--- config.mk ---
export PLATFORM = sky130hd
export DESIGN_NAME = gene_scan_ctrl
export DESIGN_NICKNAME = d
export VERILOG_FILES = /design/src/rtl/gene_scan_ctrl.sv
export SDC_FILE = /design/constraint.sdc
export NUM_CORES = 1
export LEC_CHECK = 0
export ABC_AREA = 1
export CORE_MARGIN = 2
export CORE_UTILIZATION = 60
export CTS_CLUSTER_DIAMETER = 50
export DETAILED_ROUTE_END_ITERATION = 7
export PLACE_DENSITY = 0.9
export SYNTH_ARGS = -nofsm -noshare
export SYNTH_HDL_FRONTEND = slang
export SYNTH_SLANG_ARGS = --single-unit
--- constraint.sdc ---
create_clock -name clk -period 5 [get_ports clk]
set_clock_uncertainty 0.1 [all_clocks]
set_input_delay 0.75 -clock clk [delete_from_list [all_inputs] [get_ports clk]]
set_output_delay 0.75 -clock clk [all_outputs]
set_load 0.05 [all_outputs]
--- src/rtl/gene_scan_ctrl.sv ---
// rtl/gene_scan_ctrl.sv - pattern load and sliding-window gene byte scan controller
// Optional feature macro: MISMATCH_TOL_EN (accept windows at Hamming distance <= 1, adds exact_match)
module gene_scan_ctrl #(
  parameter int PAT_LEN = 4,
  parameter int CNT_W   = 8
) (
  input  logic             clk,
  input  logic             rst,
  input  logic             start,
  input  logic             cfg_valid,
  input  logic [7:0]       cfg_data,
  output logic             cfg_ready,
  input  logic             seq_valid,
  input  logic [7:0]       seq_data,
  input  logic             seq_last,
  output logic             seq_ready,
  output logic             busy,
  output logic             match_valid,
  output logic [CNT_W-1:0] match_pos,
  output logic [CNT_W-1:0] match_count,
`ifdef MISMATCH_TOL_EN
  output logic             exact_match,
`endif
  output logic             done
);

  localparam int FW = $clog2(PAT_LEN + 1);
  localparam logic [FW-1:0]    LAST_SLOT = FW'(PAT_LEN - 1);
  localparam logic [FW-1:0]    FULL_CNT  = FW'(PAT_LEN);
  localparam logic [CNT_W-1:0] POS_OFS   = CNT_W'(PAT_LEN - 1);

  typedef enum logic [1:0] {S_IDLE, S_LOAD, S_SCAN} state_t;

  state_t           state;
  logic [7:0]       pat     [PAT_LEN];
  logic [7:0]       win     [PAT_LEN];
  logic [7:0]       win_nxt [PAT_LEN];
  logic [FW-1:0]    fill_cnt;
  logic [CNT_W-1:0] pos_cnt;
  logic             cfg_acc;
  logic             seq_acc;
  logic             win_full;
  logic             hit;
`ifdef MISMATCH_TOL_EN
  logic [FW-1:0]    diff_cnt;
`else
  logic             all_eq;
`endif

  assign cfg_acc = cfg_valid & cfg_ready;
  assign seq_acc = seq_valid & seq_ready;

  // Window as it will look after the byte on seq_data is shifted in, and its compare
  always_comb begin
    for (int i = 0; i < PAT_LEN - 1; i++) begin
      win_nxt[i] = win[i + 1];
    end
    win_nxt[PAT_LEN - 1] = seq_data;
    // full once the incoming byte fills the last window slot
    win_full = (fill_cnt >= LAST_SLOT);
`ifdef MISMATCH_TOL_EN
    diff_cnt = '0;
    for (int i = 0; i < PAT_LEN; i++) begin
      if (win_nxt[i] != pat[i]) diff_cnt = diff_cnt + FW'(1);
    end
    hit = seq_acc && win_full && (diff_cnt <= FW'(1));
`else
    all_eq = 1'b1;
    for (int i = 0; i < PAT_LEN; i++) begin
      if (win_nxt[i] != pat[i]) all_eq = 1'b0;
    end
    hit = seq_acc && win_full && all_eq;
`endif
  end

  // Control FSM with registered handshakes and match reporting
  always_ff @(posedge clk) begin
    if (rst) begin
      state       <= S_IDLE;
      cfg_ready   <= 1'b0;
      seq_ready   <= 1'b0;
      busy        <= 1'b0;
      match_valid <= 1'b0;
      done        <= 1'b0;
      match_pos   <= '0;
      match_count <= '0;
      fill_cnt    <= '0;
      pos_cnt     <= '0;
`ifdef MISMATCH_TOL_EN
      exact_match <= 1'b0;
`endif
      for (int i = 0; i < PAT_LEN; i++) begin
        pat[i] <= '0;
        win[i] <= '0;
      end
    end else begin
      match_valid <= 1'b0;
      done        <= 1'b0;
      case (state)
        S_IDLE: begin
          if (start) begin
            state       <= S_LOAD;
            cfg_ready   <= 1'b1;
            busy        <= 1'b1;
            match_count <= '0;
            pos_cnt     <= '0;
            fill_cnt    <= '0;
          end
        end
        S_LOAD: begin
          if (cfg_acc) begin
            for (int i = 0; i < PAT_LEN; i++) begin
              if (fill_cnt == FW'(i)) pat[i] <= cfg_data;
            end
            if (fill_cnt == LAST_SLOT) begin
              state     <= S_SCAN;
              fill_cnt  <= '0;
              cfg_ready <= 1'b0;
              seq_ready <= 1'b1;
            end else begin
              fill_cnt <= fill_cnt + FW'(1);
            end
          end
        end
        S_SCAN: begin
          if (seq_acc) begin
            for (int i = 0; i < PAT_LEN; i++) begin
              win[i] <= win_nxt[i];
            end
            pos_cnt <= pos_cnt + CNT_W'(1);
            if (fill_cnt != FULL_CNT) fill_cnt <= fill_cnt + FW'(1);
            if (hit) begin
              match_valid <= 1'b1;
              match_pos   <= pos_cnt - POS_OFS;
              if (match_count != '1) match_count <= match_count + CNT_W'(1);
`ifdef MISMATCH_TOL_EN
              exact_match <= (diff_cnt == '0);
`endif
            end
            if (seq_last) begin
              state     <= S_IDLE;
              done      <= 1'b1;
              seq_ready <= 1'b0;
              busy      <= 1'b0;
            end
          end
        end
        default: begin
          state     <= S_IDLE;
          cfg_ready <= 1'b0;
          seq_ready <= 1'b0;
          busy      <= 1'b0;
        end
      endcase
    end
  end

endmodule
==> run metrics <==
Placed Cells 762; Max Cap Viol 0; die footprint 8768 um^2; status finished, final reports clean; Reg2Reg Launch Point state[0]$_SDFFE_PP0P_; P_int 1.370 mW; Port Buffers 42; All-Layer GR Usage 28.60%; Routed wire per std cell 15.16 um; Fin. Hold Viols 0; largest net degree at the start of global routing 27; peak supply drop 0.0003386 V; root buffer cell clkbuf_8; share of post-route cells with drive strength above 1 6.509%; Logic pwr share 33.6%; Total Neg Setup Slack 0 ps; Hold-fix buffers, CTS 0; crit-path cells inv_1 -> ha_1 -> nand3_1 -> nor2_1; Area Growth Syn to Fin 14.85%; final instance area 5537 um^2; top cells by area, synth edfxtp_1, dfxtp_1, nand2_1; synthesized area per cell 7.701 um^2; Crit path depth 4; Psw 0.8259 mW; CTS tree built; area of the multi-input gates 1987 um^2; Total Wirelength 11,790 um; H-tree levels 3; Post-DP HPWL 8712 um; 1st-iter DRT viols 393; DP Area 5325 um^2; WP buf/inv 1; P per Cell Area 396.6 nW/um^2; Min Hold Slack 392.4 ps; nets@finish 705; Yosys top cell by area edfxtp_1; type of the worst min-delay path flip-flop to flip-flop; Sw Share 37.61%; Core Box Area 7767 um^2; Final WS setup 2274 ps; slew margin rel. 19.86%; Die W 93.64 um; Pwr Total 2.196 mW; Num Clock Sinks 90; post-CTS setup buffers 0; syn_nets 660; non-filler cells in the finished layout 778; initial core utilization 62.07%; crit path max fanout 26; reg2reg end win[0][26]$_SDFFCE_PN0P_; R2R setup slack 2270 ps; Ports 43; Seq/Total Area, Yosys 49.00%; Critical Path RT 5060 ps; initial antenna violation count 0; GRT Residual Overflow 0; CP arrival 2790 ps; FILL cells 582; Slew Viols, Final 0; minimum clock period 2726 ps; critical path endpoint category flip-flop; Ys Warns 0; r2r worst-path depth 4; DRC 0; vias in the first global route 4,258; row cnt 32; vias per cell 5.551; post_cts resized 0; Critical Path Slowest Stage Cell nand3_1; LEAKAGE 2.440 nW; crit path launch state[0]$_SDFFE_PP0P_; first-pass GRT wire length 19,270 um; Synth Instances 626; CP Capture Point win[0][26]$_SDFFCE_PN0P_; Register Area 2362 um^2; sequential power share 41.7%; die height 93.64 um; Skew-Pair Late Insertion Delay 360 ps; Clock Power Share 24.7%; TritonCTS Buffers 9; post-layout util 71.28%; post-synth top area share 34.88%; CP startpoint kind flip-flop; Peak Freq 0.3669 GHz; synth unique cells 40; routability cong. 0.9639; Worst path top cell family by delay simple AND/OR/NAND/NOR gates; Tcrit/Tclk final 54.51%; Antenna Nets Post-Route 0; Vias 4,319; drt first pass iters 5; Max stage delay on crit path 950 ps; CP Class flip-flop to flip-flop; Max clock buf depth 2; worst slack, placed 2041 ps; Setup Viol. Count Final 0; Reg clk slew, reported paths 90 ps; Worst-Margin Slew 1192 ps; Synth Register Bits 90; Synth Cell Area 4821 um^2; Antenna diodes 0; unrepaired setup endpoints after global routing false
-- cells by family after synthesis --
logic type	synth area share (%)
compound gates	6.281
xor+xnor	1.817
fa+ha+maj	3.114
buf+inv	9.862
flops	49.00
simple gates	29.92
-- placed cells by master, fill, tap and decap left out, types with 3 or more instances in the layout --
master	instances
inv_2	11
a21oi_1	20
nand4_1	9
nor3_1	9
clkbuf_8	9
nor2_2	4
edfxtp_1	56
o21ai_1	4
clkdlybuf4s50_1	42
nand3_2	3
dfxtp_1	34
a211oi_1	4
xor2_1	7
o21ai_0	15
nand2_1	158
ha_1	12
nand3_1	26
inv_1	97
nor2_1	121
xnor2_1	3
clkbuf_1	3
-- cells in the mapped netlist --
master,instances
o21ai_1,4
or2_2,1
nand3_2,3
nor3b_1,1
buf_2,2
clkinv_1,2
ha_1,12
nand3b_1,2
nand4_1,9
nor2_4,1
clkbuf_1,4
nor3b_2,1
a31oi_1,1
buf_6,2
a211oi_1,4
a2bb2oi_1,1
nor2_2,4
a21oi_1,20
edfxtp_1,56
and2_1,2
a21oi_2,2
a311oi_1,1
a21oi_4,1
nand3_1,26
dfxtp_1,34
nor2_1,121
nor3_1,9
o21a_1,1
nor3_4,1
nand2_1,158
xor2_1,7
o31ai_1,1
o21ai_0,16
inv_1,97
nor3_2,1
inv_2,11
nand2_4,1
buf_4,2
nand2_2,1
xnor2_1,3
-- worst min-delay path by stage --
stage | slack [ps] | to | cells past startpoint | start
floorplan | 360 | pos_cnt[1]$_SDFFE_PP0P_ | 2 | pos_cnt[1]$_SDFFE_PP0P_
detailed placement | 380 | match_pos[7]$_SDFFE_PP0P_ | 2 | match_pos[7]$_SDFFE_PP0P_
global placement | 370 | match_pos[2]$_SDFFE_PP0P_ | 1 | match_pos[2]$_SDFFE_PP0P_
finish | 390 | match_pos[5]$_SDFFE_PP0P_ | 2 | match_pos[5]$_SDFFE_PP0P_
CTS | 390 | match_pos[5]$_SDFFE_PP0P_ | 2 | match_pos[5]$_SDFFE_PP0P_
global route | 430 | match_pos[2]$_SDFFE_PP0P_ | 1 | match_pos[2]$_SDFFE_PP0P_
-- sequential cells by signal, indices dropped and copies added, names as in the netlist --
signal,count
busy,1
match_count,8
match_pos,8
pos_cnt,8
done,1
state,2
fill_cnt,3
win,24
cfg_ready,1
pat,32
match_valid,1
seq_ready,1
-- power by group through the flow --
stage	Clock, mW	Sequential, mW	Combinational (mW)
after floorplan	0	0.998	0.489
after global placement	0	0.926	0.698
after detailed placement	0	0.931	0.728
after CTS	0.538	0.915	0.732
after global routing	0.568	0.925	0.824
final	0.542	0.916	0.738
-- worst register-to-register path, cell delays in order (launching register included) --
cell and delay (ps):
dfxtp_1 340, inv_1 110, ha_1 640, nand3_1 960
nor2_1 390
-- area by class of cell --
class                      count  share of cell area, %
sequential                    90                  42.67
clock inverter                 4                  1.379
multi-input combinational    416                  35.89
timing repair buffer          44                  7.864
clock buffer                  12                  2.441
inverter                     110                  7.458
tap                          102                  2.305
-- metal layers --
layer / share of wire, % / wire [um] / global-route usage [%] / vias to the layer above
li1: - / - / - / 2051
met1: 39 / 4589 / 35.18 / 2003
met2: 50 / 5915 / 49.82 / 230
met3: 8.1 / 955 / 4.996 / 35
met4: 2.8 / 333 / 11.71 / 0
met5: 0 / 0 / 0 / -
No activity file was read; power rests on OpenSTA's default activity.
